File: src/rtl/encoder_axis_packer_if.sv
// Bundles the sample write port and the outgoing AXI4-Stream of encoder_axis_packer.
// master is the packer side; slave is the encoder core / stream sink side. TKEEP exists only with PACKER_KEEP_EN.
interface encoder_axis_packer_if #(
  parameter int DATA_WIDTH     = 16,
  parameter int WORDS_PER_BEAT = 5
);
  localparam int TDATA_W = DATA_WIDTH * WORDS_PER_BEAT;

  logic                  WR_EN;
  logic [DATA_WIDTH-1:0] DATA_IN;
  logic                  SOF_IN;
  logic                  LAST_IN;
  logic                  FULL;
  logic                  OVERFLOW;
  logic [TDATA_W-1:0]    TDATA;
  logic                  TVALID;
  logic                  TREADY;
  logic                  TUSER;
  logic                  TLAST;
`ifdef PACKER_KEEP_EN
  logic [TDATA_W/8-1:0]  TKEEP;
`endif

  modport master (
    input  WR_EN, DATA_IN, SOF_IN, LAST_IN, TREADY,
`ifdef PACKER_KEEP_EN
    output TKEEP,
`endif
    output FULL, OVERFLOW, TDATA, TVALID, TUSER, TLAST
  );

  modport slave (
    output WR_EN, DATA_IN, SOF_IN, LAST_IN, TREADY,
`ifdef PACKER_KEEP_EN
    input  TKEEP,
`endif
    input  FULL, OVERFLOW, TDATA, TVALID, TUSER, TLAST
  );
endinterface

File: src/rtl/encoder_axis_packer.sv
// Packs 16-bit encoder samples from a FWFT FIFO into multi-lane AXI4-Stream beats (TUSER=SOF, TLAST=end of line).
// Optional macro PACKER_KEEP_EN adds a TKEEP output marking the filled lanes.
module encoder_axis_packer #(
  parameter int DEPTH          = 128,
  parameter int DATA_WIDTH     = 16,
  parameter int WORDS_PER_BEAT = 5
) (
  input  logic                  ACLK,
  input  logic                  ARESET_N,
  encoder_axis_packer_if.master axis
);
  localparam int PTR_W   = $clog2(DEPTH);
  localparam int CNT_W   = PTR_W + 1;
  localparam int LANE_W  = (WORDS_PER_BEAT > 1) ? $clog2(WORDS_PER_BEAT) : 1;
  localparam int ENTRY_W = DATA_WIDTH + 2;
  localparam int TDATA_W = DATA_WIDTH * WORDS_PER_BEAT;
  localparam logic [CNT_W-1:0]  DEPTH_CNT = CNT_W'(DEPTH);
  localparam logic [LANE_W-1:0] LAST_LANE = LANE_W'(WORDS_PER_BEAT - 1);

  typedef enum logic {FILL, READY} state_t;

  // Sample FIFO: entries are {sof, last, data}
  logic [ENTRY_W-1:0]    mem [DEPTH];
  logic [PTR_W-1:0]      wr_ptr_reg, wr_ptr_next, rd_ptr_reg, rd_ptr_next;
  logic [CNT_W-1:0]      count_reg, count_next;
  logic                  overflow_reg, overflow_next;
  logic                  full, empty, wr_accept;
  logic                  head_sof, head_last;
  logic [DATA_WIDTH-1:0] head_data;

  // Assembler and output register
  state_t                                   state_reg, state_next;
  logic [LANE_W-1:0]                        lane_reg, lane_next;
  logic [WORDS_PER_BEAT-1:0][DATA_WIDTH-1:0] asm_data_reg, asm_data_next, beat_data;
  logic                                     asm_user_reg, asm_user_next;
  logic                                     asm_last_reg, asm_last_next;
  logic                                     first_reg, first_next;
  logic [TDATA_W-1:0]                       tdata_reg, tdata_next;
  logic                                     tuser_reg, tuser_next;
  logic                                     tlast_reg, tlast_next;
  logic                                     tvalid_reg, tvalid_next;

  logic                      in_fill, sof_split, pop, complete, beat_done, out_free;
  logic                      beat_user, beat_last;
  logic [WORDS_PER_BEAT-1:0] lane_hit;

  assign full      = (count_reg == DEPTH_CNT);
  assign empty     = (count_reg == '0);
  assign wr_accept = axis.WR_EN && !full;
  // Combinational head read so a sample written in cycle N can be popped in N+1.
  assign {head_sof, head_last, head_data} = mem[rd_ptr_reg];

  always_ff @(posedge ACLK) begin
    if (wr_accept)
      mem[wr_ptr_reg] <= {axis.SOF_IN, axis.LAST_IN, axis.DATA_IN};
  end

  assign in_fill   = (state_reg == FILL);
  // An SOF sample arriving mid-beat closes the partial beat and waits to become lane 0.
  assign sof_split = in_fill && !empty && head_sof && (lane_reg != '0);
  assign pop       = in_fill && !empty && !sof_split;
  assign complete  = sof_split || (pop && (head_last || lane_reg == LAST_LANE));
  assign beat_done = !in_fill || complete;
  assign out_free  = !tvalid_reg || axis.TREADY;
  assign beat_user = in_fill ? (first_reg || ((lane_reg == '0) ? head_sof : asm_user_reg))
                             : asm_user_reg;
  assign beat_last = in_fill ? (pop && head_last) : asm_last_reg;

  genvar gi;
  generate
    for (gi = 0; gi < WORDS_PER_BEAT; gi++) begin : g_lane
      assign lane_hit[gi]  = pop && (lane_reg == LANE_W'(gi));
      assign beat_data[gi] = lane_hit[gi] ? head_data : asm_data_reg[gi];
    end
  endgenerate

  always_comb begin
    wr_ptr_next   = wr_ptr_reg + PTR_W'(wr_accept);
    rd_ptr_next   = rd_ptr_reg + PTR_W'(pop);
    count_next    = count_reg + CNT_W'(wr_accept) - CNT_W'(pop);
    overflow_next = overflow_reg || (axis.WR_EN && full);

    state_next    = state_reg;
    lane_next     = lane_reg;
    asm_data_next = asm_data_reg;
    asm_user_next = asm_user_reg;
    asm_last_next = asm_last_reg;
    first_next    = first_reg;
    tdata_next    = tdata_reg;
    tuser_next    = tuser_reg;
    tlast_next    = tlast_reg;
    tvalid_next   = tvalid_reg && !axis.TREADY;

    if (beat_done) begin
      if (out_free) begin
        // Completed beat goes straight to the output, saving a cycle of latency.
        tdata_next    = beat_data;
        tuser_next    = beat_user;
        tlast_next    = beat_last;
        tvalid_next   = 1'b1;
        state_next    = FILL;
        lane_next     = '0;
        asm_data_next = '0;
        asm_user_next = 1'b0;
        asm_last_next = 1'b0;
      end else begin
        state_next    = READY;
        asm_data_next = beat_data;
        asm_user_next = beat_user;
        asm_last_next = beat_last;
      end
      if (in_fill)
        first_next = 1'b0;
    end else if (pop) begin
      asm_data_next = beat_data;
      lane_next     = lane_reg + 1'b1;
      if (lane_reg == '0)
        asm_user_next = head_sof;
    end
  end

  always_ff @(posedge ACLK) begin
    if (!ARESET_N) begin
      wr_ptr_reg   <= '0;
      rd_ptr_reg   <= '0;
      count_reg    <= '0;
      overflow_reg <= 1'b0;
      state_reg    <= FILL;
      lane_reg     <= '0;
      asm_data_reg <= '0;
      asm_user_reg <= 1'b0;
      asm_last_reg <= 1'b0;
      first_reg    <= 1'b1;
      tdata_reg    <= '0;
      tuser_reg    <= 1'b0;
      tlast_reg    <= 1'b0;
      tvalid_reg   <= 1'b0;
    end else begin
      wr_ptr_reg   <= wr_ptr_next;
      rd_ptr_reg   <= rd_ptr_next;
      count_reg    <= count_next;
      overflow_reg <= overflow_next;
      state_reg    <= state_next;
      lane_reg     <= lane_next;
      asm_data_reg <= asm_data_next;
      asm_user_reg <= asm_user_next;
      asm_last_reg <= asm_last_next;
      first_reg    <= first_next;
      tdata_reg    <= tdata_next;
      tuser_reg    <= tuser_next;
      tlast_reg    <= tlast_next;
      tvalid_reg   <= tvalid_next;
    end
  end

  assign axis.FULL     = full;
  assign axis.OVERFLOW = overflow_reg;
  assign axis.TDATA    = tdata_reg;
  assign axis.TVALID   = tvalid_reg;
  assign axis.TUSER    = tuser_reg;
  assign axis.TLAST    = tlast_reg;

`ifdef PACKER_KEEP_EN
  localparam int BYTES_PER_LANE = DATA_WIDTH / 8;
  logic [WORDS_PER_BEAT-1:0] asm_mask_reg, asm_mask_next, out_mask_reg, out_mask_next, beat_mask;
  logic [TDATA_W/8-1:0]      keep_vec;

  assign beat_mask = asm_mask_reg | lane_hit;

  always_comb begin
    asm_mask_next = asm_mask_reg;
    out_mask_next = out_mask_reg;
    if (beat_done) begin
      if (out_free) begin
        out_mask_next = beat_mask;
        asm_mask_next = '0;
      end else begin
        asm_mask_next = beat_mask;
      end
    end else if (pop) begin
      asm_mask_next = beat_mask;
    end
  end

  always_ff @(posedge ACLK) begin
    if (!ARESET_N) begin
      asm_mask_reg <= '0;
      out_mask_reg <= '0;
    end else begin
      asm_mask_reg <= asm_mask_next;
      out_mask_reg <= out_mask_next;
    end
  end

  generate
    for (gi = 0; gi < WORDS_PER_BEAT; gi++) begin : g_keep
      assign keep_vec[gi*BYTES_PER_LANE +: BYTES_PER_LANE] = {BYTES_PER_LANE{out_mask_reg[gi]}};
    end
  endgenerate

  assign axis.TKEEP = keep_vec;
`else
  // Without TKEEP the sink finds the end of a short beat from TLAST and the zero padding.
`endif
endmodule

File: src/flat_wrapper.sv
// flat-port wrapper written by rule: the top's interface ports become plain ports
module encoder_axis_packer_flat 
#(
  parameter int DEPTH          = 128,
  parameter int DATA_WIDTH     = 16,
  parameter int WORDS_PER_BEAT = 5
)
  (ACLK, ARESET_N, axis_WR_EN, axis_DATA_IN, axis_SOF_IN, axis_LAST_IN, axis_TREADY, axis_FULL, axis_OVERFLOW, axis_TDATA, axis_TVALID, axis_TUSER, axis_TLAST);
  encoder_axis_packer_if #(.DATA_WIDTH(DATA_WIDTH), .WORDS_PER_BEAT(WORDS_PER_BEAT)) axis_i ();
  input  logic ACLK;
  input  logic ARESET_N;
  input wire logic [$bits(axis_i.WR_EN)-1:0] axis_WR_EN;
  input wire logic [$bits(axis_i.DATA_IN)-1:0] axis_DATA_IN;
  input wire logic [$bits(axis_i.SOF_IN)-1:0] axis_SOF_IN;
  input wire logic [$bits(axis_i.LAST_IN)-1:0] axis_LAST_IN;
  input wire logic [$bits(axis_i.TREADY)-1:0] axis_TREADY;
  output wire logic [$bits(axis_i.FULL)-1:0] axis_FULL;
  output wire logic [$bits(axis_i.OVERFLOW)-1:0] axis_OVERFLOW;
  output wire logic [$bits(axis_i.TDATA)-1:0] axis_TDATA;
  output wire logic [$bits(axis_i.TVALID)-1:0] axis_TVALID;
  output wire logic [$bits(axis_i.TUSER)-1:0] axis_TUSER;
  output wire logic [$bits(axis_i.TLAST)-1:0] axis_TLAST;
  assign axis_i.WR_EN = axis_WR_EN;
  assign axis_i.DATA_IN = axis_DATA_IN;
  assign axis_i.SOF_IN = axis_SOF_IN;
  assign axis_i.LAST_IN = axis_LAST_IN;
  assign axis_i.TREADY = axis_TREADY;
  assign axis_FULL = axis_i.FULL;
  assign axis_OVERFLOW = axis_i.OVERFLOW;
  assign axis_TDATA = axis_i.TDATA;
  assign axis_TVALID = axis_i.TVALID;
  assign axis_TUSER = axis_i.TUSER;
  assign axis_TLAST = axis_i.TLAST;
  encoder_axis_packer #(.DEPTH(DEPTH), .DATA_WIDTH(DATA_WIDTH), .WORDS_PER_BEAT(WORDS_PER_BEAT)) u_core (.ACLK(ACLK), .ARESET_N(ARESET_N), .axis(axis_i));
endmodule
File: config.mk
export PLATFORM = sky130hd
export DESIGN_NAME = encoder_axis_packer_flat
export DESIGN_NICKNAME = d
export VERILOG_FILES = /design/src/rtl/encoder_axis_packer_if.sv /design/src/rtl/encoder_axis_packer.sv /design/src/flat_wrapper.sv
export SDC_FILE = /design/constraint.sdc
export NUM_CORES = 2
export LEC_CHECK = 0
export BUFFER_PORTS_ARGS = -buffer_cell sky130_fd_sc_hd__buf_2
export CAP_MARGIN = 20
export CELL_PAD_IN_SITES_DETAIL_PLACEMENT = 0
export CELL_PAD_IN_SITES_GLOBAL_PLACEMENT = 1
export CORE_ASPECT_RATIO = 0.8
export CORE_MARGIN = 2
export CORE_UTILIZATION = 40
export DETAILED_ROUTE_END_ITERATION = 12
export PLACE_DENSITY = 0.7
export REMOVE_ABC_BUFFERS = 1
export SYNTH_ARGS = -nofsm -noshare
export SYNTH_HDL_FRONTEND = slang
export SYNTH_SLANG_ARGS = --single-unit
File: constraint.sdc
create_clock -name ACLK -period 7.7 [get_ports ACLK]
set_input_delay 1.155 -clock ACLK [delete_from_list [all_inputs] [get_ports ACLK]]
set_output_delay 1.155 -clock ACLK [all_outputs]
set_load 0.05 [all_outputs]
-- Yosys cells after proc, flatten, opt, wreduce, memory -nomap -nowiden
Memories as Yosys holds them, arrays and structs flattened. A register that Yosys moved wholly into a read port is not among the register bits.
Cells that the tools add are included.
- register bits after elaboration: 193
- latch bits: 0
- bits in writable memories: 2304
- memory bits (read-only): 0
- logic and storage cells: 87
- memories: 1
- $add $sub $neg: 5
- multipliers: 0
- divide/modulo/power cells: 0
- order comparisons: 0
- eq/ne operators: 6
- shift-type cells: 0
- mux-type cells: 24
- bitwise logic cells: 1
- reductions and logical operators: 32
- memories (name ; words ; width ; rd ports ; clocked after memory_dff ; wr ports ; line ; RTL):
    u_core.mem ; 128 ; 18 ; 1 ; 1 ; 1 ; encoder_axis_packer.sv:23 ; logic [ENTRY_W-1:0] mem [DEPTH];
- operators with widths (cell ; number):
    $mux 80 ; 3
    $mux 16 ; 5
    $add 7x1->7 ; 2
    $logic_and 1x1->1 ; 14
    $mux 1 ; 12
    $mux 3 ; 3
    $add 8x1->8 ; 1
    $eq 8x8->1 const B ; 1
    $logic_not 8->1 ; 1
    $sub 8x1->8 ; 1
    $mux 7 ; 1
    $eq 3x2->1 const B ; 2
    $logic_or 1x1->1 ; 6
    $reduce_and 2->1 ; 3
    $logic_not 1->1 ; 5
    $add 3x1->3 const B ; 1
    $eq 3x1->1 const B ; 1
    $eq 3x3->1 const B ; 1
    $logic_not 3->1 ; 1
    $reduce_bool 3->1 ; 1
    $ne 2x2->1 const B ; 1
    $reduce_bool 2->1 ; 1
    $not 1->1 ; 1

-- Logic depth before layout (Yosys ltp)
- word-level depth: 12
- gate-level depth with buffers: 23
- depth with buffers taken out: 19

-- Worst setup path after synthesis
No wires, ideal clock.
- path kind: reg2reg
- from: reg u_core.rd_ptr_reg[1] (netlist name)
- to: reg u_core.count_reg[6]
- arrival: 3921 ps
- data required time: 7572 ps
- setup slack: 3652 ps
- cell stages (with the launch flop): 22
- path buffers: 2
- cell sequence: dfxtp_1 > buf_6 > buf_4 > mux2i_1 > a221oi_1 > o21ai_0 > a2111o_1 > a221oi_1 > nor2_1 > ha_1 > inv_1 > ha_1 > inv_1 > fa_1 > inv_1 > a21oi_1 > o21bai_1 > a21oi_1 > nor2_1 > nor2_1 > xor2_1 > nor2_1
- RTL lines (item ; line ; RTL):
    end signal, assigned ; encoder_axis_packer.sv:141 ; count_reg <= count_next;
    end, declared ; encoder_axis_packer.sv:25 ; logic [CNT_W-1:0] count_reg, count_next;

==> PnR_summary.wiki <==
{| class="wikitable"
! Metric !! Value
|-
| Start point of the critical path || u_core.rd_ptr_reg[1]$_SDFF_PN0_
|-
| Worst max-slew margin expressed relative to the limit || 23.8%
|-
| Number of distinct standard cells referenced by the synthesized netlist || 93
|-
| Number of buffers inserted by hold repair at cts || 0
|-
| Critical path's most frequent cell || nor2_1
|-
| Core region area || 241000 µm²
|-
| Number of buffers and inverters on the critical path || 5
|-
| DIE HEIGHT || around 440 µm
|-
| Per-cell via count in the routed design || 5.97
|-
| Setup total negative slack || 0 ns
|-
| Ordered list of cells on the worst path || buf_4 -> nor2b_1 -> a21oi_1 -> and3_1 -> nor4_2 -> a221oi_1 -> buf_4 -> nor2_1 -> ha_1 -> inv_1 -> ha_1 -> inv_1 -> fa_1 -> inv_1 -> a21oi_1 -> o21bai_1 -> a21oi_1 -> nor2_1 -> nor2_1 -> xor2_1 -> nor2_1
|-
| Pwr per Cell Area || 321 nW/µm²
|-
| Routed Antenna Nets || 0
|-
| I/O pin total || 107
|-
| Buffer type at the clock tree root || clkbuf_16
|-
| Floorplan die area || 246000 µm²
|-
| CP max stage cell || dfxtp_4
|-
| Largest stage delay, worst path || 0.95 ns
|-
| Final number of setup-violating endpoints || 0
|-
| Synthesis-to-finish area growth || 12.4%
|-
| Launch point of the worst reg-to-reg path || u_core.rd_ptr_reg[1]$_SDFF_PN0_
|-
| Clk sinks || between 2000 and 2500
|-
| Share of synthesized registers carrying an async set or reset || 0%
|-
| Element type at the critical path end || register
|-
| Number of buffers added by the clock tree synthesis step || 230
|-
| Net total in the final layout || around 5100
|-
| Vias in the first global route || 48300
|-
| Period utilization || 73.1%
|-
| Pin count of the biggest net entering global routing || 116
|-
| Number of setup buffers added after CTS || 0
|-
| Unrepaired setup endpoints after global routing || false
|-
| Worst Max-Slew Pin Slew || between 1 and 1.5 ns
|-
| Flip-flop and latch count after synthesis || 2497
|-
| Mean instance size in the synthesized netlist || roughly 20 µm²
|-
| Number of enable flip-flop cells after synthesis || around 2300
|-
| Half-perimeter wire length of the detailed placement result || 161 mm
|-
| Initial cell density of the core || between 40 and 50%
|-
| Critical path startpoint category || register
|-
| Synthesized instance count || roughly 4800
|-
| Post-layout min period || 5.63 ns
|-
| Class of the tightest hold or removal check || reg2reg
|-
| Std cell rows || between 150 and 200
|-
| Synthesis warning total || 0
|-
| Total of buffers placed on input and output ports || 106
|-
| Clock Tree Buf Depth || 4
|-
| First-pass GRT wire length || 376 mm
|-
| Largest voltage drop on the vdd net || about 240 µV
|-
| Critical setup path kind || reg2reg
|-
| Maximum fanout count along the critical path || 46
|-
| Placer's final routability congestion estimate || 0.886
|-
| Sum of internal, switching and leakage power || 35000 µW
|-
| F_max || 178 MHz
|-
| Overflow left after global routing || 0
|-
| Global router's overall resource usage || approximately 21%
|-
| Data arrival, critical path || 6.33 ns
|-
| Routed vias || 50300
|-
| Clock Skew || 0.0702 ns
|-
| Part of the Yosys area used for sequential elements || between 70% and 80%
|-
| Post-route DRC || 0
|-
| Insertion delay of the later-clocked pin in the worst-skew pair || 0.90 ns
|-
| Worst path top cell family by delay || simple AND/OR/NAND/NOR gates
|-
| Floorplan die width || 554 µm
|-
| Iteration-0 DRC count of the detailed router || around 7600
|-
| Count of TritonRoute iterations in the first routing pass || 6
|-
| Average wire per standard cell || between 30 and 40 µm
|-
| Worst min-delay path startpoint || u_core.axis.TDATA[13]$_SDFFE_PN0P_
|-
| Initial antenna violation count || 12
|-
| Most frequently used flop master after synthesis || edfxtp_1
|-
| Clk pin slew, worst setup/hold paths || 0.06 ns
|-
| Total number of H-tree levels || 4
|-
| Number of slew-limit violations in the final report || 0
|-
| Number of violations of the max-capacitance limit || 0
|-
| Hold Violations, Final || 0
|-
| Aggregate routed wire length || 268 mm
|-
| Number of flip-flops under the largest register name || 2304
|-
| Leakage power figure || between 0.03 and 0.04 µW
|-
| CTS tree || built
|-
| Status || completed
|-
| Number of cells upsized or downsized after cts || 0
|-
| Area of the mapped netlist || 96900 µm²
|-
| Share of post-route cells with drive strength above 1 || 25.6%
|-
| Worst endpoint required time || 8.41 ns
|}
-- routing by layer --
metal | global-route usage (%) | vias to the layer above | wire length, µm
li1 | - | 20300 | -
met1 | 32.4 | 26800 | 116000
met2 | 30.3 | 2848 | 114000
met3 | 5.71 | 397 | 31000
met4 | 6.06 | 2 | 7960
met5 | 0 | - | 20
-- cells in the mapped netlist, types with 42 or more instances --
cell type  number  area (µm²)
edfxtp_1     2304       69200
mux4_2        509       11500
nor2_1        269        1010
mux2i_1       243        2430
dfxtp_1       193        3860
nand2_1       177         664
a21oi_1       118         591
o21ai_0        75         375
clkbuf_1       72         270
buf_4          65         488
a22oi_1        63         473
buf_6          60         676
nand3_1        54         270
buf_2          42         210
-- worst reg2reg max path, delay by kind of cell (launching register included) --
| kind | cells | cell delay (ns) |
|---|---|---|
| xor gates and xnor gates | 1 | 0.12 |
| DFF | 1 | 0.95 |
| AOI/OAI and AO/OA | 5 | 0.67 |
| buffers and inverters | 5 | 1.11 |
| adders and majority gates | 3 | 0.85 |
| and+or+nand+nor | 7 | 1.80 |
-- final cells by class --
type                       count  area (µm²)
fill                       20200      132000
sequential                  2497       73100
multi-input combinational   1982       22200
clock buffer                 288        6100
tap                         3178        3980
timing repair buffer         321        2330
clock inverter               127        1130
inverter                      31         121
antenna                        6        15.0
-- where the power goes --
part / internal [µW] / total, µW / switching, µW
Combinational: 3330 / 8500 / 5170
Sequential: 15100 / 15300 / 264
Clock: 6180 / 11200 / 4980
-- path summary, 6_finish.rpt --
kind                                                           end  slack [ns]  depth (start not counted)
worst min-delay path            u_core.axis.TDATA[13]$_SDFFE_PN0P_        0.45                          2
worst min register to register  u_core.axis.TDATA[13]$_SDFFE_PN0P_        0.45                          2
worst max register to register      u_core.count_reg[6]$_SDFF_PN0_        2.07                         21
worst max-delay path                u_core.count_reg[6]$_SDFF_PN0_        2.07                         21
-- cell usage in the layout (no fill, tap or decap), drive strengths merged, types with 6 or more instances in the layout --
cell type     n
inv          33
mux4        540
o21bai       11
a2111oi       7
clkbuf      290
o21ai        75
a21oi       119
and2         18
a22oi        63
edfxtp     2304
xnor2         9
a22o         14
clkinv      101
o22ai        24
diode         6
nand4        10
o211ai       30
nand2       177
buf         319
dfxtp       193
a221oi       29
a211oi       34
ha           21
nand3        54
a21o          7
nor3         15
nor2b        29
and3         20
nor2        270
a32oi        19
o2111a       16
o221ai        7
xor2          7
mux2         17
nand2b       10
a31oi         9
mux2i       243
bufinv       17
clkinvlp      7
-- through the flow --
| step | utilization [%] | instances | hold WS, ns | area [µm²] | setup slack [ns] |
|---|---|---|---|---|---|
| floorplan | - | 4510 | 0.448 | 94900 | -24.15 |
| global placement | 42.2 | 8001 | 0.444 | 102000 | 2.12 |
| detailed placement | 42.2 | 8004 | 0.446 | 102000 | 2.18 |
| CTS | 45.2 | 8419 | 0.455 | 109000 | 2.14 |
| global route | 45.3 | 8425 | 0.476 | 109000 | 1.72 |
| finish | 45.3 | 8430 | 0.452 | 109000 | 2.07 |
-- cells by family after synthesis --
| group | after synthesis | synth area share, % |
|---|---|---|
| AND/OR/NAND/NOR | 635 | 2.95 |
| XOR/XNOR | 16 | 0.145 |
| multiplexers | 800 | 15.4 |
| buffers and inverters | 304 | 2.22 |
| flip-flops | 2497 | 75.4 |
| AO/OA/AOI/OAI | 509 | 3.66 |
| adder cells (fa/ha/maj) | 22 | 0.292 |
Note: power is estimated with default switching activity, not from simulation.
